==> src/rtl/ctrl_pkg.sv <==
// Shared types and constants for the multicycle RV32I controller.
// Holds the state encoding, ALU op codes, mux selects and opcodes.
package ctrl_pkg;

    typedef enum logic [3:0] {
        S_FETCH     = 4'd0,
        S_DECODE    = 4'd1,
        S_MEMADR    = 4'd2,
        S_MEMREAD   = 4'd3,
        S_MEMWRITE  = 4'd4,
        S_MEMWB     = 4'd5,
        S_EXECR     = 4'd6,
        S_EXECI     = 4'd7,
        S_ALUWB     = 4'd8,
        S_BRANCH    = 4'd9,
        S_JAL       = 4'd10,
        S_JALR      = 4'd11,
        S_JALR_LINK = 4'd12,
        S_LUI       = 4'd13,
        S_AUIPC     = 4'd14,
        S_TRAP      = 4'd15
    } state_e;

    localparam logic [3:0] ALU_ADD   = 4'd0;
    localparam logic [3:0] ALU_SUB   = 4'd1;
    localparam logic [3:0] ALU_SLL   = 4'd2;
    localparam logic [3:0] ALU_SLT   = 4'd3;
    localparam logic [3:0] ALU_SLTU  = 4'd4;
    localparam logic [3:0] ALU_XOR   = 4'd5;
    localparam logic [3:0] ALU_SRL   = 4'd6;
    localparam logic [3:0] ALU_SRA   = 4'd7;
    localparam logic [3:0] ALU_OR    = 4'd8;
    localparam logic [3:0] ALU_AND   = 4'd9;
    localparam logic [3:0] ALU_PASSB = 4'd10;

    localparam logic [1:0] SRCA_PC    = 2'b00;
    localparam logic [1:0] SRCA_OLDPC = 2'b01;
    localparam logic [1:0] SRCA_A     = 2'b10;
    localparam logic [1:0] SRCB_B     = 2'b00;
    localparam logic [1:0] SRCB_IMM   = 2'b01;
    localparam logic [1:0] SRCB_4     = 2'b10;
    localparam logic [1:0] RES_ALUOUT = 2'b00;
    localparam logic [1:0] RES_DATA   = 2'b01;
    localparam logic [1:0] RES_ALU    = 2'b10;

    localparam logic [2:0] IMM_I = 3'b000;
    localparam logic [2:0] IMM_S = 3'b001;
    localparam logic [2:0] IMM_B = 3'b010;
    localparam logic [2:0] IMM_J = 3'b011;
    localparam logic [2:0] IMM_U = 3'b100;

    localparam logic [6:0] OP_LOAD  = 7'b0000011;
    localparam logic [6:0] OP_STORE = 7'b0100011;
    localparam logic [6:0] OP_R     = 7'b0110011;
    localparam logic [6:0] OP_I     = 7'b0010011;
    localparam logic [6:0] OP_BR    = 7'b1100011;
    localparam logic [6:0] OP_JAL   = 7'b1101111;
    localparam logic [6:0] OP_JALR  = 7'b1100111;
    localparam logic [6:0] OP_LUI   = 7'b0110111;
    localparam logic [6:0] OP_AUIPC = 7'b0010111;

    function automatic logic [3:0] alu_fn(logic [2:0] f3, logic alt);
        logic [3:0] r;
        case (f3)
            3'b000:  r = alt ? ALU_SUB : ALU_ADD;
            3'b001:  r = ALU_SLL;
            3'b010:  r = ALU_SLT;
            3'b011:  r = ALU_SLTU;
            3'b100:  r = ALU_XOR;
            3'b101:  r = alt ? ALU_SRA : ALU_SRL;
            3'b110:  r = ALU_OR;
            default: r = ALU_AND;
        endcase
        return r;
    endfunction

    function automatic logic [2:0] imm_src(logic [6:0] op);
        logic [2:0] r;
        case (op)
            OP_STORE:        r = IMM_S;
            OP_BR:           r = IMM_B;
            OP_JAL:          r = IMM_J;
            OP_LUI, OP_AUIPC: r = IMM_U;
            default:         r = IMM_I;
        endcase
        return r;
    endfunction

endpackage

==> src/rtl/multicycle_ctrl_if.sv <==
// Memory request/ready bundle between the controller and memory.
// The controller drives the request side, memory answers with ready.
interface multicycle_ctrl_if;
    logic       mem_req;
    logic       mem_ready;
    logic       MemWrite;
    logic [1:0] MemSize;
    logic       MemUnsigned;

    modport master (
        output mem_req, MemWrite, MemSize, MemUnsigned,
        input  mem_ready
    );

    modport slave (
        input  mem_req, MemWrite, MemSize, MemUnsigned,
        output mem_ready
    );
endinterface

==> src/rtl/multicycle_ctrl_alu_decoder.sv <==
// Combinational IR field decoder: ALU operation and legality check.
// Covers every RV32I base opcode the controller dispatches on.
module alu_decoder
    import ctrl_pkg::*;
(
    input  logic [6:0] opcode,
    input  logic [2:0] func3,
    input  logic [6:0] func7,
    output logic [3:0] alu_op,
    output logic       illegal
);

    logic f7_zero;
    logic f7_alt;

    assign f7_zero = (func7 == 7'b0000000);
    assign f7_alt  = (func7 == 7'b0100000);

    always_comb begin
        alu_op  = ALU_ADD;
        illegal = 1'b0;
        case (opcode)
            OP_R: begin
                alu_op  = alu_fn(func3, func7[5]);
                illegal = !(f7_zero || (f7_alt &&
                          (func3 == 3'b000 || func3 == 3'b101)));
            end
            OP_I: begin
                // only SRAI may carry func7[5]
                alu_op = alu_fn(func3, (func3 == 3'b101) && func7[5]);
                if (func3 == 3'b001)
                    illegal = !f7_zero;
                else if (func3 == 3'b101)
                    illegal = !(f7_zero || f7_alt);
            end
            OP_LOAD:
                illegal = (func3 == 3'b011) || (func3[2:1] == 2'b11);
            OP_STORE:
                illegal = func3[2] || (func3[1:0] == 2'b11);
            OP_BR:
                illegal = (func3[2:1] == 2'b01);
            OP_JALR:
                illegal = (func3 != 3'b000);
            OP_JAL, OP_LUI, OP_AUIPC: ;
            default:
                illegal = 1'b1;
        endcase
    end

endmodule

==> src/rtl/multicycle_ctrl.sv <==
// Multicycle RV32I control FSM for a shared-memory datapath.
// Moore outputs; write enables are held off while reset is low.
module multicycle_ctrl
    import ctrl_pkg::*;
#(
    parameter bit MEM_HANDSHAKE   = 1'b1,
    parameter bit HALT_ON_ILLEGAL = 1'b1,
    parameter int CNT_W           = 32
) (
    input  logic                clk,
    input  logic                reset,
    multicycle_ctrl_if.master   mem,
    input  logic [6:0]          opcode,
    input  logic [2:0]          func3,
    input  logic [6:0]          func7,
    input  logic                Zero,
    input  logic                Lt,
    input  logic                Ltu,
    output logic                IRWrite,
    output logic                PCWrite,
    output logic                RegWrite,
    output logic                AdrSrc,
    output logic [1:0]          ResultSrc,
    output logic [1:0]          ALUSrcA,
    output logic [1:0]          ALUSrcB,
    output logic [2:0]          ImmSrc,
    output logic [3:0]          ALUControl,
    output logic                illegal,
    output logic [CNT_W-1:0]    instret,
    output logic [3:0]          state_dbg
);

    state_e           state_q, state_d;
    logic [CNT_W-1:0] instret_q, instret_d;

    logic       rdy, taken, retire;
    logic       irw, pcw, rgw, mw;
    logic [3:0] dec_op;
    logic       dec_ill;

    alu_decoder u_dec (
        .opcode  (opcode),
        .func3   (func3),
        .func7   (func7),
        .alu_op  (dec_op),
        .illegal (dec_ill)
    );

    assign rdy = MEM_HANDSHAKE ? mem.mem_ready : 1'b1;

    always_comb begin
        case (func3)
            3'b000:  taken = Zero;
            3'b001:  taken = ~Zero;
            3'b100:  taken = Lt;
            3'b101:  taken = ~Lt;
            3'b110:  taken = Ltu;
            3'b111:  taken = ~Ltu;
            default: taken = 1'b0;
        endcase
    end

    always_comb begin
        state_d     = state_q;
        mem.mem_req = 1'b0;
        irw         = 1'b0;
        pcw         = 1'b0;
        rgw         = 1'b0;
        mw          = 1'b0;
        AdrSrc      = 1'b0;
        ResultSrc   = RES_ALUOUT;
        ALUSrcA     = SRCA_PC;
        ALUSrcB     = SRCB_B;
        ALUControl  = ALU_ADD;
        case (state_q)
            S_FETCH: begin
                mem.mem_req = 1'b1;
                ALUSrcB     = SRCB_4;
                ResultSrc   = RES_ALU;
                irw         = rdy;
                pcw         = rdy;
                if (rdy) state_d = S_DECODE;
            end
            S_DECODE: begin
                ALUSrcA = SRCA_OLDPC;
                ALUSrcB = SRCB_IMM;
                if (dec_ill) state_d = S_TRAP;
                else begin
                    case (opcode)
                        OP_LOAD, OP_STORE: state_d = S_MEMADR;
                        OP_R:     state_d = S_EXECR;
                        OP_I:     state_d = S_EXECI;
                        OP_BR:    state_d = S_BRANCH;
                        OP_JAL:   state_d = S_JAL;
                        OP_JALR:  state_d = S_JALR;
                        OP_LUI:   state_d = S_LUI;
                        OP_AUIPC: state_d = S_AUIPC;
                        default:  state_d = S_TRAP;
                    endcase
                end
            end
            S_MEMADR: begin
                ALUSrcA = SRCA_A;
                ALUSrcB = SRCB_IMM;
                state_d = (opcode == OP_STORE) ? S_MEMWRITE : S_MEMREAD;
            end
            S_MEMREAD: begin
                mem.mem_req = 1'b1;
                AdrSrc      = 1'b1;
                if (rdy) state_d = S_MEMWB;
            end
            S_MEMWRITE: begin
                mem.mem_req = 1'b1;
                AdrSrc      = 1'b1;
                mw          = rdy;
                if (rdy) state_d = S_FETCH;
            end
            S_MEMWB: begin
                ResultSrc = RES_DATA;
                rgw       = 1'b1;
                state_d   = S_FETCH;
            end
            S_EXECR: begin
                ALUSrcA    = SRCA_A;
                ALUControl = dec_op;
                state_d    = S_ALUWB;
            end
            S_EXECI: begin
                ALUSrcA    = SRCA_A;
                ALUSrcB    = SRCB_IMM;
                ALUControl = dec_op;
                state_d    = S_ALUWB;
            end
            S_ALUWB: begin
                rgw     = 1'b1;
                state_d = S_FETCH;
            end
            S_BRANCH: begin
                ALUSrcA    = SRCA_A;
                ALUControl = ALU_SUB;
                pcw        = taken;
                state_d    = S_FETCH;
            end
            S_JAL, S_JALR_LINK: begin
                // PC takes the target in ALUOut while ALU forms OldPC+4
                ALUSrcA = SRCA_OLDPC;
                ALUSrcB = SRCB_4;
                pcw     = 1'b1;
                state_d = S_ALUWB;
            end
            S_JALR: begin
                ALUSrcA = SRCA_A;
                ALUSrcB = SRCB_IMM;
                state_d = S_JALR_LINK;
            end
            S_LUI: begin
                ALUSrcB    = SRCB_IMM;
                ALUControl = ALU_PASSB;
                state_d    = S_ALUWB;
            end
            S_AUIPC: begin
                ALUSrcA = SRCA_OLDPC;
                ALUSrcB = SRCB_IMM;
                state_d = S_ALUWB;
            end
            S_TRAP: begin
                if (!HALT_ON_ILLEGAL) state_d = S_FETCH;
            end
        endcase
    end

    assign retire = (state_d == S_FETCH) &&
                    (state_q inside {S_MEMWB, S_MEMWRITE, S_ALUWB, S_BRANCH});
    assign instret_d = instret_q + {{(CNT_W-1){1'b0}}, retire};

    always_ff @(posedge clk or negedge reset) begin
        if (!reset) begin
            state_q   <= S_FETCH;
            instret_q <= '0;
        end else begin
            state_q   <= state_d;
            instret_q <= instret_d;
        end
    end

    assign IRWrite         = irw & reset;
    assign PCWrite         = pcw & reset;
    assign RegWrite        = rgw & reset;
    assign mem.MemWrite    = mw & reset;
    assign ImmSrc          = imm_src(opcode);
    assign mem.MemSize     = (state_q == S_MEMREAD || state_q == S_MEMWRITE)
                             ? func3[1:0] : 2'b10;
    assign mem.MemUnsigned = (state_q == S_MEMREAD) & func3[2];
    assign illegal         = (state_q == S_TRAP);
    assign instret         = instret_q;
    assign state_dbg       = state_q;

endmodule

==> src/flat_wrapper.sv <==
// flat-port wrapper written by rule: the top's interface ports become plain ports
module multicycle_ctrl_flat import ctrl_pkg::*;
#(
    parameter bit MEM_HANDSHAKE   = 1'b1,
    parameter bit HALT_ON_ILLEGAL = 1'b1,
    parameter int CNT_W           = 32
)
  (clk, reset, opcode, func3, func7, Zero, Lt, Ltu, IRWrite, PCWrite, RegWrite, AdrSrc, ResultSrc, ALUSrcA, ALUSrcB, ImmSrc, ALUControl, illegal, instret, state_dbg, mem_mem_req, mem_MemWrite, mem_MemSize, mem_MemUnsigned, mem_mem_ready);
  multicycle_ctrl_if mem_i ();
  input  logic clk;
  input  logic reset;
  input  logic [6:0] opcode;
  input  logic [2:0] func3;
  input  logic [6:0] func7;
  input  logic Zero;
  input  logic Lt;
  input  logic Ltu;
  output logic IRWrite;
  output logic PCWrite;
  output logic RegWrite;
  output logic AdrSrc;
  output logic [1:0] ResultSrc;
  output logic [1:0] ALUSrcA;
  output logic [1:0] ALUSrcB;
  output logic [2:0] ImmSrc;
  output logic [3:0] ALUControl;
  output logic illegal;
  output logic [CNT_W-1:0] instret;
  output logic [3:0] state_dbg;
  output wire logic [$bits(mem_i.mem_req)-1:0] mem_mem_req;
  output wire logic [$bits(mem_i.MemWrite)-1:0] mem_MemWrite;
  output wire logic [$bits(mem_i.MemSize)-1:0] mem_MemSize;
  output wire logic [$bits(mem_i.MemUnsigned)-1:0] mem_MemUnsigned;
  input wire logic [$bits(mem_i.mem_ready)-1:0] mem_mem_ready;
  assign mem_mem_req = mem_i.mem_req;
  assign mem_MemWrite = mem_i.MemWrite;
  assign mem_MemSize = mem_i.MemSize;
  assign mem_MemUnsigned = mem_i.MemUnsigned;
  assign mem_i.mem_ready = mem_mem_ready;
  multicycle_ctrl #(.MEM_HANDSHAKE(MEM_HANDSHAKE), .HALT_ON_ILLEGAL(HALT_ON_ILLEGAL), .CNT_W(CNT_W)) u_core (.clk(clk), .reset(reset), .mem(mem_i), .opcode(opcode), .func3(func3), .func7(func7), .Zero(Zero), .Lt(Lt), .Ltu(Ltu), .IRWrite(IRWrite), .PCWrite(PCWrite), .RegWrite(RegWrite), .AdrSrc(AdrSrc), .ResultSrc(ResultSrc), .ALUSrcA(ALUSrcA), .ALUSrcB(ALUSrcB), .ImmSrc(ImmSrc), .ALUControl(ALUControl), .illegal(illegal), .instret(instret), .state_dbg(state_dbg));
endmodule
==> config.mk <==
export PLATFORM = sky130hd
export DESIGN_NAME = multicycle_ctrl_flat
export DESIGN_NICKNAME = d
export VERILOG_FILES = /design/src/rtl/ctrl_pkg.sv /design/src/rtl/multicycle_ctrl_if.sv /design/src/rtl/multicycle_ctrl_alu_decoder.sv /design/src/rtl/multicycle_ctrl.sv /design/src/flat_wrapper.sv
export SDC_FILE = /design/constraint.sdc
export NUM_CORES = 1
export LEC_CHECK = 0
export ABC_AREA = 1
export BUFFER_PORTS_ARGS = -buffer_cell sky130_fd_sc_hd__buf_2
export CAP_MARGIN = 20
export CORE_UTILIZATION = 50
export DETAILED_ROUTE_END_ITERATION = 16
export GPL_TIMING_DRIVEN = 0
export PLACE_DENSITY = 0.79
export SLEW_MARGIN = 25
export SYNTH_ARGS = -nofsm -noshare
export SYNTH_HDL_FRONTEND = slang
export SYNTH_HIERARCHICAL = 1
export SYNTH_SLANG_ARGS = --single-unit
==> constraint.sdc <==
create_clock -name clk -period 3 [get_ports clk]
set_clock_uncertainty 0.15 [all_clocks]
set_input_delay 0.45 -clock clk [delete_from_list [all_inputs] [get_ports clk]]
set_output_delay 0.45 -clock clk [all_outputs]
set_load 0.05 [all_outputs]
### Yosys cells after proc, flatten, opt, wreduce, memory -nomap -nowiden

Cells that the tools add are included.

* bits in registers: 36
* output and inout bits: 59
* word-level logic and storage cells: 108

* add/sub/neg operators: 1
* equal/unequal tests: 35
* multiplexer cells: 30
* bitwise logic cells: 8
* reduce and logical (&&, ||, !) cells: 32

Operators by type and width (number)
* 4-bit case mux with 8 select lines: 2
* 4-bit case mux with 7 select lines: 2
* 32-bit by 1-bit adder with 32-bit output: 1
* 4-bit == test, second input constant: 8
* 7-bit by 6-bit == test with 1-bit output, second input constant: 4
* 7-bit == test, second input constant: 3
* 4-bit by 3-bit == test with 1-bit output, second input constant: 4
* 4-bit 2-to-1 mux: 4
* 7-bit by 5-bit == test with 1-bit output, second input constant: 2
* 3-bit == test, second input constant: 4
* 2-bit case mux with 2 select lines: 3
* 3-bit case mux with 4 select lines: 1
* 4-bit case mux with 3 select lines: 1
* 2-bit OR reduction: 6
* 3-bit OR reduction: 4
* 6-bit OR reduction: 2
* 1-bit 2-to-1 mux: 11
* 4-bit by 2-bit == test with 1-bit output, second input constant: 2
* 4-bit zero test: 2
* 4-bit case mux with 2 select lines: 1
* 7-bit by 2-bit == test with 1-bit output, second input constant: 1
* 7-bit zero test: 1
* 1-bit case mux with 7 select lines: 1
* 3-bit by 2-bit == test with 1-bit output, second input constant: 2
* other kinds (18): 34

### Logic depth before layout (Yosys ltp)

* word-level depth: 11
* gate-level depth with buffers: 21
* mapped depth without buffers: 21

### By module

Netlist, hierarchy kept.

Modules (own cells, without submodules)
* multicycle_ctrl: times used 1, cells an instance 324, area an instance 2328.5 sq um
* alu_decoder: times used 1, cells an instance 73, area an instance 350.3 sq um

### Worst setup path after synthesis

OpenSTA, ideal clock, no wires.

* path kind: register to output
* start point: register u_core.state_q[2], in the netlist u_core/state_dbg[2]
* end point: output mem_MemWrite
* data arrival time: 2.446 ns
* data required time: 2.400 ns
* slack: -0.046 ns
* cell stages (with the launch flop): 3
* path buffers: 0
* cells stage by stage: dfrtp_1 -> nand2_1 -> nor4_1

* longest elaborated chain between the ends: 3

RTL lines
* start: declaration: line multicycle_ctrl.sv:33 `state_e state_q, state_d;`
* start signal: assignment: line multicycle_ctrl.sv:181 `state_q <= state_d;`
* 4-bit by 3-bit == test with 1-bit output: line multicycle_ctrl.sv:75 `case (state_q)`
* 1-bit 2-to-1 mux: line multicycle_ctrl.sv:75
* 1-bit AND: line multicycle_ctrl.sv:189 `assign mem.MemWrite = mw & reset;`
* end: declaration: line flat_wrapper.sv:31 `output wire logic [$bits(mem_i.MemWrite)-1:0] mem_MemWrite;`

No other way between the ends.

### Worst setup path in the final report

* start point: input opcode[1]
* end point: register u_core.instret_q[28], in the netlist u_core/instret[28]

* longest elaborated chain between the ends: 8
* elaborated cells on any way between the ends: 19
* classes of those cells: add/sub: 1; eq/ne: 9; mux: 5; reduce/logical: 4

RTL lines
* start: declaration: line flat_wrapper.sv:12 `input logic [6:0] opcode;`
* 7-bit == test (tied with other cells): line multicycle_ctrl_alu_decoder.sv:22 `case (opcode)`
* 3-bit OR reduction: line multicycle_ctrl_alu_decoder.sv:22
* 1-bit case mux with 7 select lines (*): line multicycle_ctrl_alu_decoder.sv:22
* net u_core.dec_ill: line multicycle_ctrl.sv:39 `logic dec_ill;`
* 4-bit 2-to-1 mux (*): line multicycle_ctrl.sv:87 `if (dec_ill) state_d = S_TRAP;`
* 4-bit case mux with 8 select lines (*): line multicycle_ctrl.sv:75
* net u_core.state_d[2]: line multicycle_ctrl.sv:33
* 4-bit zero test (*): line multicycle_ctrl.sv:172 `assign retire = (state_d == S_FETCH) &&`
* 1-bit logical AND (*): line multicycle_ctrl.sv:172
* 32-bit by 1-bit adder with 32-bit output (*): line multicycle_ctrl.sv:174 `assign instret_d = instret_q + {{(CNT_W-1){1'b0}}, retire};`
* net u_core.instret_d[28]: line multicycle_ctrl.sv:34 `logic [CNT_W-1:0] instret_q, instret_d;`
* end signal: assignment: line multicycle_ctrl.sv:182 `instret_q <= instret_d;`
* end: declaration: line multicycle_ctrl.sv:34

The timed path passes the listed nets; every way through them passes the cells marked *.

==> metrics.txt <==
die height=75.20 um; final worst slack=204.6 ps; Post-Syn Area=2679 sq um; Worst-Margin Slew=783.9 ps; Max clock buf depth=2; grt ovf=0; PortBufs=81; drt pass-1 iters=5; # setup viols final=0; RSZ-0062 raised after global routing=false; clock sink count=36; setup TNS=0 ps; Peak VDD IR=208.2 uV; number of synthesized flops with an enable pin=0; ANT cells=0; CTS tree=built; top_reg_cell synth=dfrtp_1; Reg2Reg Depth=15; HPWL after detailed placement=5.383 mm; DIE WIDTH=75.20 um; initial antenna violation count=0; crit share post-route=0.9318; CTS clock-pin slew for the worst setup and hold paths=70 ps; cell taking the most area after synthesis=dfrtp_1; Clock Latency Late Sink=290 ps; yosys warns=6; via count of the routed design=2,868; H-tree Lvls=2; first-pass GRT wire length=10.97 mm; leak pwr=1.761 nW; post-CTS setup buffer count=0; Syn-to-layout area delta=22.28%; vias in the first global route=2,516; area occupied by multi-input gates=1593 sq um; Post-Route WL=6.725 mm; total CTS buffers=5; largest net degree at the start of global routing=38; initial DRC count=337; worst rel slew slack=0.4774; Synth area leaders=dfrtp_1 (34%), nand2_1 (15%), nor2_1 (9.4%); Mapped Avg Cell Area=6.748 sq um; Layout Utilization=0.6373; WP data arrival=2830 ps; Synth top area share=0.3363; Max Cap Viol=0; Max Slew Vio Count=0; post-route ant nets=0; Hold WC Path Type=input port to async pin; reg2reg start=u_core/state_dbg[1]; Die Footprint=5654 sq um; crit end category=flip-flop; fill count=497; ys async rst share=1.000; part of the Yosys area used for sequential elements=0.3363; share of cells above drive strength 1=0.2387; pre-CTS setup slack=-89.12 ps; initial core utilization=0.5212; post-synthesis instance total=397; row cnt=26; CP max FO=7; CTS root buffer=clkbuf_8; reg-to-reg setup timing slack=330 ps; Nets=510; Seq cells post-synth=36; GRT Total Usage=0.2507; Avg WL per Cell=12.10 um; Syn Nets=422; CORE AREA=5140 sq um; Post-CTS Resized=0; f_max=357.7 MHz; # IOs=82; Final Hold Vio Count=0; Worst R2R End=u_core/instret[28]; minimum clock period=2795 ps; startpoint types=input port; hold_buf cts=0; status=completed; register area=900.9 sq um; Placer Congestion=0.9660; library cells used by synthesis=28; Vias/cell=5.158; Residual DRC=0; critical path type=input port to flip-flop; required time of the critical path=3030 ps; cell area power density=280.7 nW/um^2
## metrics by stage
stage | hold WS [ps] | cells | area (sq um) | power, mW
3_3_place_gp | 306.2 | 548 | 3181 | 0.5738
5_1_grt | 160.5 | 556 | 3276 | 0.9583
3_5_place_dp | 309.9 | 548 | 3181 | 0.5767
4_1_cts | 117.4 | 556 | 3271 | 0.9280
6_report | 86.35 | 556 | 3276 | 0.9195
2_1_floorplan | 4.409 | 397 | 2688 | 0.5351
## cell usage after synthesis (2+ instances only)
| cell type | number |
|---|---|
| dfrtp_1 | 36 |
| nor2_4 | 5 |
| o22ai_1 | 2 |
| xor2_1 | 18 |
| inv_2 | 4 |
| ha_1 | 2 |
| a21oi_1 | 12 |
| o211ai_1 | 4 |
| inv_1 | 49 |
| nor3_2 | 6 |
| nand3_2 | 2 |
| nand4_1 | 7 |
| nor3_1 | 13 |
| nand2_1 | 106 |
| nor2_1 | 67 |
| o21ai_0 | 7 |
| nand2_2 | 3 |
| xnor2_1 | 8 |
| nand3_1 | 33 |
| nor2_2 | 5 |
## power by group
group          switching [mW]  total (mW)  internal [mW]
combinational          0.0570      0.0823         0.0253
clock                   0.165       0.352          0.187
sequential                  0       0.485          0.485
total                   0.222       0.919          0.698
## worst max-delay path by stage
stage | cells past startpoint | endpoint | slack, ps | startpoint
2_1_floorplan | 4 | RegWrite | -20 | u_core/state_dbg[2]
3_3_place_gp | 21 | u_core/instret[24] | -40 | opcode[1]
3_5_place_dp | 21 | u_core/instret[24] | -90 | opcode[1]
4_1_cts | 21 | u_core/instret[24] | 210 | opcode[1]
5_1_grt | 21 | u_core/instret[28] | 10 | opcode[1]
6_report | 21 | u_core/instret[28] | 200 | opcode[1]
## sequential cells by signal, summed over array words and instances, names as in the netlist
signal / flops
u_core/instret: 32
u_core/state_dbg: 4
## layer usage
layer	vias up	global-route usage	share of wire
met4	0	0.06173	0.0076
met3	7	0.04150	0.062
li1	1438	-	-
met2	101	0.3884	0.44
met5	-	0	0
met1	1322	0.3656	0.49
## critical path, stage by stage
cell	delay, ps
buf_2	110
nand2_1	110
inv_2	70
nand2_1	150
inv_1	90
nand3_1	70
nand3_1	70
nor2_1	100
nand2_1	90
nor2_1	110
nand2_1	60
nand2_1	60
nand2_1	60
nor2_1	180
ha_1	200
nand2_2	100
nor2_4	190
nand2_1	140
nor2_2	160
nand2_1	100
xnor2_1	130
## cells by family after synthesis
logic type	count (synthesis)	synth area share
DFF	36	0.3363
AOI/OAI and AO/OA	27	0.05698
adders and majority gates	2	0.009340
buffers and inverters	53	0.07426
xor gates and xnor gates	26	0.08501
and+or+nand+nor	253	0.4381
## layout by cell type, fill, tap and decap left out, drive strengths merged, types with 8 or more instances in the layout
master	netlist	routed
nand2	109	109
a21oi	12	12
buf	0	81
nor3	20	20
clkbuf	0	8
inv	53	53
dfrtp	36	36
nand3	36	36
xor2	18	18
nor2	77	77
xnor2	8	8
## layout make-up
cell class / count / area share
Clock buffer: 8 / 0.02750
Inverter: 53 / 0.06073
Multi-Input combinational cell: 308 / 0.4863
Sequential cell: 36 / 0.2750
Tap cell: 70 / 0.02674
Timing Repair Buffer: 81 / 0.1238
No activity file was read; power rests on OpenSTA's default activity.
